===== config.mk =====
export PLATFORM = sky130hd
export DESIGN_NAME = adder_share_arbiter
export DESIGN_NICKNAME = d
export VERILOG_FILES = /design/src/rtl/adder_share_arbiter_pkg.sv /design/src/rtl/adder_share_arbiter_adder.sv /design/src/rtl/adder_share_arbiter.sv
export SDC_FILE = /design/constraint.sdc
export NUM_CORES = 1
export LEC_CHECK = 0
export CORE_UTILIZATION = 30
export CTS_CLUSTER_DIAMETER = 120
export DETAILED_ROUTE_END_ITERATION = 10
export SYNTH_ARGS = -nofsm -noshare
export SYNTH_HDL_FRONTEND = slang
export SYNTH_SLANG_ARGS = --single-unit

===== constraint.sdc =====
create_clock -name clk -period 1.8 [get_ports clk]
set_input_delay 0.18 -clock clk [delete_from_list [all_inputs] [get_ports clk]]
set_output_delay 0.18 -clock clk [all_outputs]
set_load 0.01 [all_outputs]

===== src/rtl/adder_share_arbiter_pkg.sv =====
// Shared definitions for the adder-sharing arbiter: FSM encoding and operand width.
package adder_share_arbiter_pkg;

  localparam int unsigned OP_W = 3;

  typedef enum logic [1:0] {
    IDLE = 2'd0,
    EXEC = 2'd1,
    RESP = 2'd2
  } state_t;

endpackage


===== src/rtl/adder_share_arbiter_adder.sv =====
// three_bits_adder: 3-bit ripple-carry adder; the final carry-out is not produced.
module three_bits_adder
  import adder_share_arbiter_pkg::*;
(
  input  logic [OP_W-1:0] a,
  input  logic [OP_W-1:0] b,
  input  logic            cin,
  output logic [OP_W-1:0] sum
);

  logic c1;
  logic c2;

  assign c1 = (a[0] & b[0]) | (cin & (a[0] ^ b[0]));
  assign c2 = (a[1] & b[1]) | (c1 & (a[1] ^ b[1]));

  assign sum = {a[2] ^ b[2] ^ c2, a[1] ^ b[1] ^ c1, a[0] ^ b[0] ^ cin};

endmodule


===== src/rtl/adder_share_arbiter.sv =====
// Two-requester arbiter sharing one 3-bit adder (IDLE -> EXEC -> RESP).
// Macro ADDER_ARB_FIXED_PRIO_EN selects fixed priority; default is round-robin.
module adder_share_arbiter
  import adder_share_arbiter_pkg::*;
(
  input  logic            clk,
  input  logic            rst_n,
  input  logic            req0,
  input  logic [OP_W-1:0] a0,
  input  logic [OP_W-1:0] b0,
  input  logic            cin0,
  input  logic            req1,
  input  logic [OP_W-1:0] a1,
  input  logic [OP_W-1:0] b1,
  input  logic            cin1,
  output logic            gnt0,
  output logic            gnt1,
  output logic            busy,
  output logic            rsp_valid,
  output logic            rsp_id,
  output logic [OP_W-1:0] rsp_sum
);

  state_t state;
  state_t state_nx;

  logic            load;
  logic            win_id;
  logic [OP_W-1:0] op_a;
  logic [OP_W-1:0] op_b;
  logic            op_cin;
  logic            op_id;
  logic [OP_W-1:0] add_sum;

`ifdef ADDER_ARB_FIXED_PRIO_EN
  assign win_id = ~req0;
`else
  logic last_id;

  // On a tie the requester not granted last wins; a single request always wins.
  always_comb begin
    win_id = 1'b0;
    if (req0 && req1) win_id = ~last_id;
    else if (req1)    win_id = 1'b1;
  end

  always_ff @(posedge clk) begin
    if (!rst_n)    last_id <= 1'b1;
    else if (load) last_id <= win_id;
  end
`endif

  always_ff @(posedge clk) begin
    if (!rst_n) state <= IDLE;
    else        state <= state_nx;
  end

  always_comb begin
    state_nx  = state;
    load      = 1'b0;
    gnt0      = 1'b0;
    gnt1      = 1'b0;
    rsp_valid = 1'b0;
    busy      = (state != IDLE);
    case (state)
      IDLE: begin
        if (req0 || req1) begin
          load     = 1'b1;
          state_nx = EXEC;
        end
      end
      EXEC: begin
        gnt0     = ~op_id;
        gnt1     = op_id;
        state_nx = RESP;
      end
      RESP: begin
        rsp_valid = 1'b1;
        state_nx  = IDLE;
      end
      default: state_nx = IDLE;
    endcase
  end

  always_ff @(posedge clk) begin
    if (!rst_n) begin
      op_a    <= '0;
      op_b    <= '0;
      op_cin  <= 1'b0;
      op_id   <= 1'b0;
      rsp_sum <= '0;
      rsp_id  <= 1'b0;
    end else begin
      if (load) begin
        op_a   <= win_id ? a1 : a0;
        op_b   <= win_id ? b1 : b0;
        op_cin <= win_id ? cin1 : cin0;
        op_id  <= win_id;
      end
      if (state == EXEC) begin
        rsp_sum <= add_sum;
        rsp_id  <= op_id;
      end
    end
  end

  three_bits_adder u_adder (
    .a   (op_a),
    .b   (op_b),
    .cin (op_cin),
    .sum (add_sum)
  );

endmodule


# Word-level counts from Yosys, hierarchy flattened
# Cells that the tools add are included.
dict set report word_totals {
  register_bits 15
  latch_bits 0
  ram_bits 0
  rom_bits 0
  in_bits 18
  out_inout_bits 8
  wordCells 41
  mem_count 0
}
dict set report classes {
  n_addsub 0
  multipliers 0
  n_div 0
  order_cmp 0
  n_eq_ne 3
  shift 0
  muxes 12
  n_bitwise 14
  reduce_logical 4
}
# operator count
set op_table {}
lappend op_table {{1-bit two-way mux} 8}
lappend op_table {{3-bit two-way mux} 2}
lappend op_table {{1-bit bitwise XOR} 6}
lappend op_table {{1-bit bitwise AND} 4}
lappend op_table {{2-bit case mux with 2 select lines} 1}
lappend op_table {{2-bit by 1-bit equality test with 1-bit output (second input constant)} 1}
lappend op_table {{2-bit equality test (second input constant)} 1}
lappend op_table {{2-bit logical NOT} 1}
lappend op_table {{2-bit two-way mux} 1}
lappend op_table {{2-bit != test (second input constant)} 1}
lappend op_table {{1-bit NOT} 2}
lappend op_table {{1-bit OR} 2}
lappend op_table {{2-bit nonzero test} 1}
lappend op_table {{1-bit logical AND} 1}
lappend op_table {{1-bit logical OR} 1}

# Depth between registers and ports, before layout
# Gate-level depths: netlist of the first run.
dict set report depth {
  depth_word 6
  ltp_mapped 7
  mapped_depth_nobuf 7
}

# Modules after synthesis
# From an unflattened synthesis of the first run, not the netlist that was laid out.
dict set report hier_totals {
  hier_cells 84
  hier_area_um2 777.0
}
# mod instances cells_each area_each_um2 seq_area_each_um2
set modules_own_cells {}
lappend modules_own_cells {adder_share_arbiter 1 76 694.4 300.3}
lappend modules_own_cells {three_bits_adder 1 8 82.6 0.0}

# Worst setup path after synthesis of the first run
# No wires, ideal clock.
dict set report synth_path {
  path_type {reg-to-reg}
  startpoint {register op_a[0]}
  endpoint {register rsp_sum[1]}
  setup_ps 124
  arrival_ps 1321
  t_required_ps 1676
  path_slack_ps 354
  path_stages_with_launch 7
  path_buffers 0
  period_less_slack_ps 1446
  cell_sequence {dfxtp_1 -> inv_1 -> fa_1 -> inv_1 -> fa_1 -> nand2_1 -> a21oi_1}
}
dict set report synth_between {
  elab_chain_len 4
  word_cells_on_any_way 5
  cone_classes {bitwise (5)}
}
# item line_no
set synth_lines {}
lappend synth_lines {{start: declaration} adder_share_arbiter.sv:29} ;# logic [OP_W-1:0] op_a;
lappend synth_lines {{start signal: assignment} adder_share_arbiter.sv:95} ;# op_a <= win_id ? a1 : a0;
lappend synth_lines {{1-bit bitwise XOR} adder_share_arbiter_adder.sv:14} ;# assign c1 = (a[0] & b[0]) | (cin & (a[0] ^ b[0]));
lappend synth_lines {{1-bit bitwise AND} adder_share_arbiter_adder.sv:14}
lappend synth_lines {{1-bit OR *} adder_share_arbiter_adder.sv:14}
lappend synth_lines {{1-bit bitwise XOR *} adder_share_arbiter_adder.sv:17} ;# assign sum = {a[2] ^ b[2] ^ c2, a[1] ^ b[1] ^ c1, a[0] ^ b[0] ^ cin};
lappend synth_lines {{net add_sum[1]} adder_share_arbiter.sv:33} ;# logic [OP_W-1:0] add_sum;
lappend synth_lines {{end signal: assignment} adder_share_arbiter.sv:101} ;# rsp_sum <= add_sum;
lappend synth_lines {{end: declaration} adder_share_arbiter.sv:21} ;# output logic [OP_W-1:0] rsp_sum
# The timed path passes the listed nets; every way through them passes the cells marked *.
# A chain may end at the register's enable or synchronous reset.

# Final worst setup path of the first run
dict set report layout_path {
  startpoint {register state[1]}
  endpoint {output gnt0}
}
dict set report layout_between {
  elab_chain_len 2
}
# item line_no
set layout_lines {}
lappend layout_lines {{start: declaration} adder_share_arbiter.sv:24} ;# state_t state;
lappend layout_lines {{start signal: assignment} adder_share_arbiter.sv:55} ;# else state <= state_nx;
lappend layout_lines {{2-bit by 1-bit equality test with 1-bit output} adder_share_arbiter.sv:65} ;# case (state)
lappend layout_lines {{1-bit two-way mux} adder_share_arbiter.sv:65}
lappend layout_lines {{end: declaration} adder_share_arbiter.sv:16} ;# output logic gnt0,
# No other way between the ends.

==> results.toml, run 1 <==
[outcome]
status = "completed"

[critical_path]
endpoint_kind = "primary output"
regToRegSetupSlack_ns = 0.24
path_max_fanout = 5
cp.required_ns = 1.62
crit_type = "flop to primary output"
critPathLaunchType = "flop"
critPathArrivalTime_ns = 1.50

[timing]
hold_viol = 0
period_minus_slack_ns = 1.68
tightest_slew_ns = 0.538
timing.hold.ws_ns = 0.470
final_max_slew_viol_count = 0
fin_crit_sh = 0.934
maxSlewHeadroom = 0.641
setup_violations = 0
tns_ns = 0
rsz0062_at_grt = "no"
fin_worst_skew_ns = 0.00760
max_freq_ghz = 0.595

[route]
wl_per_cell_um = 12.3
ant_nets = 0
wl_mm = 1.64
routed-wl-met2_um = 807
viasPerCell = 4.92
wl_met1_um = 723
drtPass1Iterations = 4
first_iter_violations = 14
top_layer = "met3"
vias = 655
wl_met3_um = 106
drc = 0

[finish]
layout.nets = 126
antennaDiodeCount = 0
drive_above_1_share = 0.190
fin_cells = 133
n_fill_cell = 236
area_growth_pct = 41.5

[synthesis]
seq_area_frac_synth = 0.399
synth_nets = 97
synth_common_cells = "15 x dfxtp_1, 10 x a21oi_1, 7 x a211oi_2, 7 x mux2i_1, 6 x inv_1"
yosys.area.top_type = "dfxtp_1"
syn_inst = 77
post_synth_instance_area_um2 = 753
synth_seq_cells = 15
yosys-top-cells-area = "dfxtp_1 40%, a211oi_2 12%, mux2i_1 9.3%, a21oi_1 6.6%, fa_1 5.3%"
synth_top_cell_area_share = 0.399
synth.distinct_cells = 25
synth.avg_cell_area_um2 = 9.78
ys.flop_type = "dfxtp_1"
post-synth-top-count-cell = "dfxtp_1"
async_flop_share = 0
ys_warn_count = 0
synth_edf_count = 0

[global_route]
grt_pass1_vias = 686
grt_max_degree = 14
grt_first_pass_wirelength_mm = 2.80
grt-ovfl-total = 0
antenna_found_initial = 0
grt_usage = 0.140

[floorplanning]
die_h_um = 52.1
initial_core_util = 0.328
coreArea_um2 = 2300
rows = 17
io_pins = 26
die_w_um = 52.1
dieArea_um2 = 2710

[place]
hpwl_mm = 1.22
portBuffers = 25
routabilityCongestion = 0.709
place_inst = 128

[clock_tree]
insertion_delay_ns = 0.28
cts_inserted_buffers = 3
cts_root_buffer = "clkbuf_4"
htree_levels = 1
holdBufCountCts = 0
clkSlewWorstSetupHoldPaths_ns = 0.10
tritoncts = "done"
cts_buffer_depth = 2
cts.sinks = 15

[power]
total_power_uw = 812
p_leak_uw = 0.000429
power_switching_uw = 242
combinationalPowerShare = 0.282
ir_drop_mv = 0.346
powerDensity_nw_per_um2 = 762
power.share.sequential = 0.479
p_sw_frac = 0.298
p_int_uw = 570
power.share.clock = 0.238

[run]
drv_cap = 0

[min_path]
hold_path_class = "flop to flop"
[power groups by stage]
| stage | registers (uW) | clock network [uW] | logic, uW |
|---|---|---|---|
| floorplan | 395 | 0 | 135 |
| CTS | 389 | 194 | 230 |
| finish | 389 | 194 | 229 |
| detailed placement | 396 | 0 | 229 |
| global placement | 396 | 0 | 225 |
| global route | 395 | 210 | 257 |
[path summary, 6_finish.rpt]
| check | cells after the start | end | startpoint |
|---|---|---|---|
| max | 3 | gnt0 | state[1]$_SDFFE_PN0P_ |
| min | 2 | rsp_id$_SDFFE_PN0N_ | rsp_id$_SDFFE_PN0N_ |
| max reg2reg | 6 | rsp_sum[1]$_SDFFE_PN0N_ | op_a[0]$_SDFFE_PN0P_ |
| min reg2reg | 2 | rsp_id$_SDFFE_PN0N_ | rsp_id$_SDFFE_PN0N_ |
[registers in the layout, summed over array words and instances, names as in the netlist]
name and count:
op_a 3, op_cin 1, op_id 1, rsp_id 1, rsp_sum 3, state 2
last_id 1, op_b 3
[final cells by class]
| type | instances | area [um2] | share of cell area |
|---|---|---|---|
| Timing Repair Buffer | 27 | 268 | 0.251 |
| Clock inverter | 1 | 5.00 | 0.00469 |
| Tap cell | 28 | 35.0 | 0.0329 |
| Sequential cell | 15 | 303 | 0.284 |
| Multi-Input combinational cell | 52 | 407 | 0.381 |
| Clock buffer | 3 | 22.5 | 0.0211 |
| Inverter | 7 | 26.3 | 0.0246 |
[layout by cell type, fill, tap and decap left out, drive strengths merged, types with 2 or more instances in the layout]
master,count
nor2,6
buf,2
a21oi,10
fa,2
dfxtp,15
nand3,4
inv,7
clkdlybuf4s50,24
clkbuf,3
nand2,4
o21ai,2
mux2i,7
a211oi,8
[timing repair]
item                       4_1_cts  5_1_grt
setup buffers                    0        1
resized for setup                1        3
setup endpoints to repair        1        2
hold endpoints to repair         0        0
[through the flow]
stage / utilization / setup WS [ns] / area [um2]
2_1_floorplan: - / 0.354 / 753
3_3_place_gp: 0.446 / 0.241 / 1020
3_5_place_dp: 0.446 / 0.250 / 1020
4_1_cts: 0.459 / 0.0314 / 1050
5_1_grt: 0.464 / 0.0161 / 1070
6_report: 0.464 / 0.118 / 1070
[routing by layer]
layer | GRT usage | vias up
met1 | 0.168 | 307
met3 | 0.0205 | 0
met2 | 0.248 | 23
met5 | 0 | -
li1 | - | 325
met4 | 0.0541 | 0
[critical path: stages (launching register included)]
cell	delay, ns
dfxtp_2	0.35
nand2b_1	0.21
nor2_1	0.12
clkdlybuf4s50_1	0.54
[cells by family (layout without fill, tap and decap cells)]
family / after synthesis / in the layout / synth area share
buf+inv: 10 / 38 / 0.0631
simple gates: 20 / 20 / 0.150
mux: 7 / 7 / 0.0930
xor+xnor: 1 / 1 / 0.0116
flops: 15 / 15 / 0.399
compound gates: 22 / 22 / 0.231
fa+ha+maj: 2 / 2 / 0.0532
(Power assumes the default switching activity.)
==> inputs of run 2 (changes only) <==
CORE_MARGIN = 5   (was default)
==> results.toml, run 2 (synthesis results as in run 1) <==
[finish]
fin_cells = 136
drive_above_1_share = 0.179
layout.nets = 127
layout_common_cells = "25 x clkdlybuf4s50_1, 14 x dfxtp_1, 10 x a21oi_1"
top_regs = "op_a x3, op_b x3, rsp_sum x3"
antennaDiodeCount = 0
layout_commonest_cell = "clkdlybuf4s50_1"
area_growth_pct = 42.2

[floorplanning]
io_pins = 26
initial_core_util = 0.310
dieArea_um2 = 3610
die_h_um = 60.1
die_w_um = 60.1
coreArea_um2 = 2430
rows = 18

[clock_tree]
tritoncts = "done"
insertion_delay_ns = 0.27
cts_root_buffer = "clkbuf_4"
cts_inserted_buffers = 3
cts_buffer_depth = 2
cts.sinks = 15
holdBufCountCts = 0
clkSlewWorstSetupHoldPaths_ns = 0.09
htree_levels = 1

[timing]
timing.hold.ws_ns = 0.458
final_max_slew_viol_count = 0
setup_violations = 0
fin_worst_skew_ns = 0.00316
tightest_slew_ns = 0.340
setup_slack_ns = 0.0721
hold_viol = 0
fin_crit_sh = 0.960
maxSlewHeadroom = 0.772
period_minus_slack_ns = 1.73
tns_ns = 0
max_freq_ghz = 0.579

[outcome]
status = "completed"

[min_path]
hold_path_class = "flop to flop"

[run]
drv_cap = 0

[critical_path]
cp.required_ns = 1.62
crit_type = "flop to primary output"
path_max_fanout = 5
endpoint_kind = "primary output"
critPathLaunchType = "flop"
critPathArrivalTime_ns = 1.55

[route]
ant_nets = 0
wl_per_cell_um = 12.4
viasPerCell = 4.60
drtPass1Iterations = 4
vias = 626
drc = 0
wl_mm = 1.68
first_iter_violations = 7

[place]
hpwl_mm = 1.32
dp_worst_setup_slack_ns = 0.254
portBuffers = 25
place_inst = 131
routabilityCongestion = 0.708

[global_route]
grt_max_degree = 10
antenna_found_initial = 0
grt_pass1_vias = 642
grt_usage = 0.102
grt-ovfl-total = 0
grt_first_pass_wirelength_mm = 2.73

[power]
powerDensity_nw_per_um2 = 758
total_power_uw = 812
ir_drop_mv = 0.280
p_leak_uw = 0.000413
[run 2: cell count changes in the layout (fill, tap and decap cells not counted), sizes merged]
cell / before / now
clkdlybuf4s50: 24 / 25
dlymetal6s2s: 1 / 0
buf: 2 / 3
clkinv: 1 / 0
clkbuf: 3 / 4
[run 2: timing repair]
action                                  4_1_cts  5_1_grt
endpoints found under the setup margin        0        2
resized for setup                             0        2
buffers inserted                              0        1
hold endpoints to repair                      0        0
[run 2: path summary, 6_finish.rpt]
| path | startpoint | end | slack, ns | depth (start not counted) |
|---|---|---|---|---|
| worst max-delay path | state[1]$_SDFFE_PN0P_ | gnt1 | 0.07 | 4 |
| worst min-delay path | rsp_sum[1]$_SDFFE_PN0N_ | rsp_sum[1]$_SDFFE_PN0N_ | 0.46 | 2 |
| worst max register to register | op_a[0]$_SDFFE_PN0P_ | rsp_sum[2]$_SDFFE_PN0N_ | 0.24 | 7 |
| worst min register to register | rsp_sum[1]$_SDFFE_PN0N_ | rsp_sum[1]$_SDFFE_PN0N_ | 0.46 | 2 |
[run 2: final cells by class]
cell class                      instances  area (um2)
Fill cell                             247        1360
Multi-Input combinational cell         52         407
Sequential cell                        15         302
Timing Repair Buffer                   28         273
Tap cell                               30        37.5
Clock buffer                            4        26.3
Inverter                                7        26.3
[run 2: critical path, stage by stage, from the launching register on]
cell and delay, ns:
dfxtp_1 0.36, and2b_2 0.27, nand2_1 0.07, inv_1 0.05, clkdlybuf4s50_1 0.52
[run 2: power breakdown]
part	internal (uW)	leakage, uW	total (uW)	switching [uW]
registers	366	0.000124	389	22.8
logic	123	0.000273	233	110
clock network	85.8	0.0000150	189	104
[run 2: metrics by stage]
step,utilization,cell area [um2]
floorplan,-,753
global placement,0.425,1030
detailed placement,0.425,1030
CTS,0.436,1060
global route,0.440,1070
finish,0.440,1070
[run 2: metal layers]
metal,vias up,GRT usage,wire length (um)
li1,328,-,-
met1,281,0.125,736
met2,15,0.171,818
met3,2,0.0194,117
met4,0,0.0475,8
met5,-,0,0
==> inputs of run 3 (changes only) <==
TNS_END_PERCENT = 10   (was default)
==> results of run 3 <==
Final layout, timing and power as in run 2 (identical DEF).
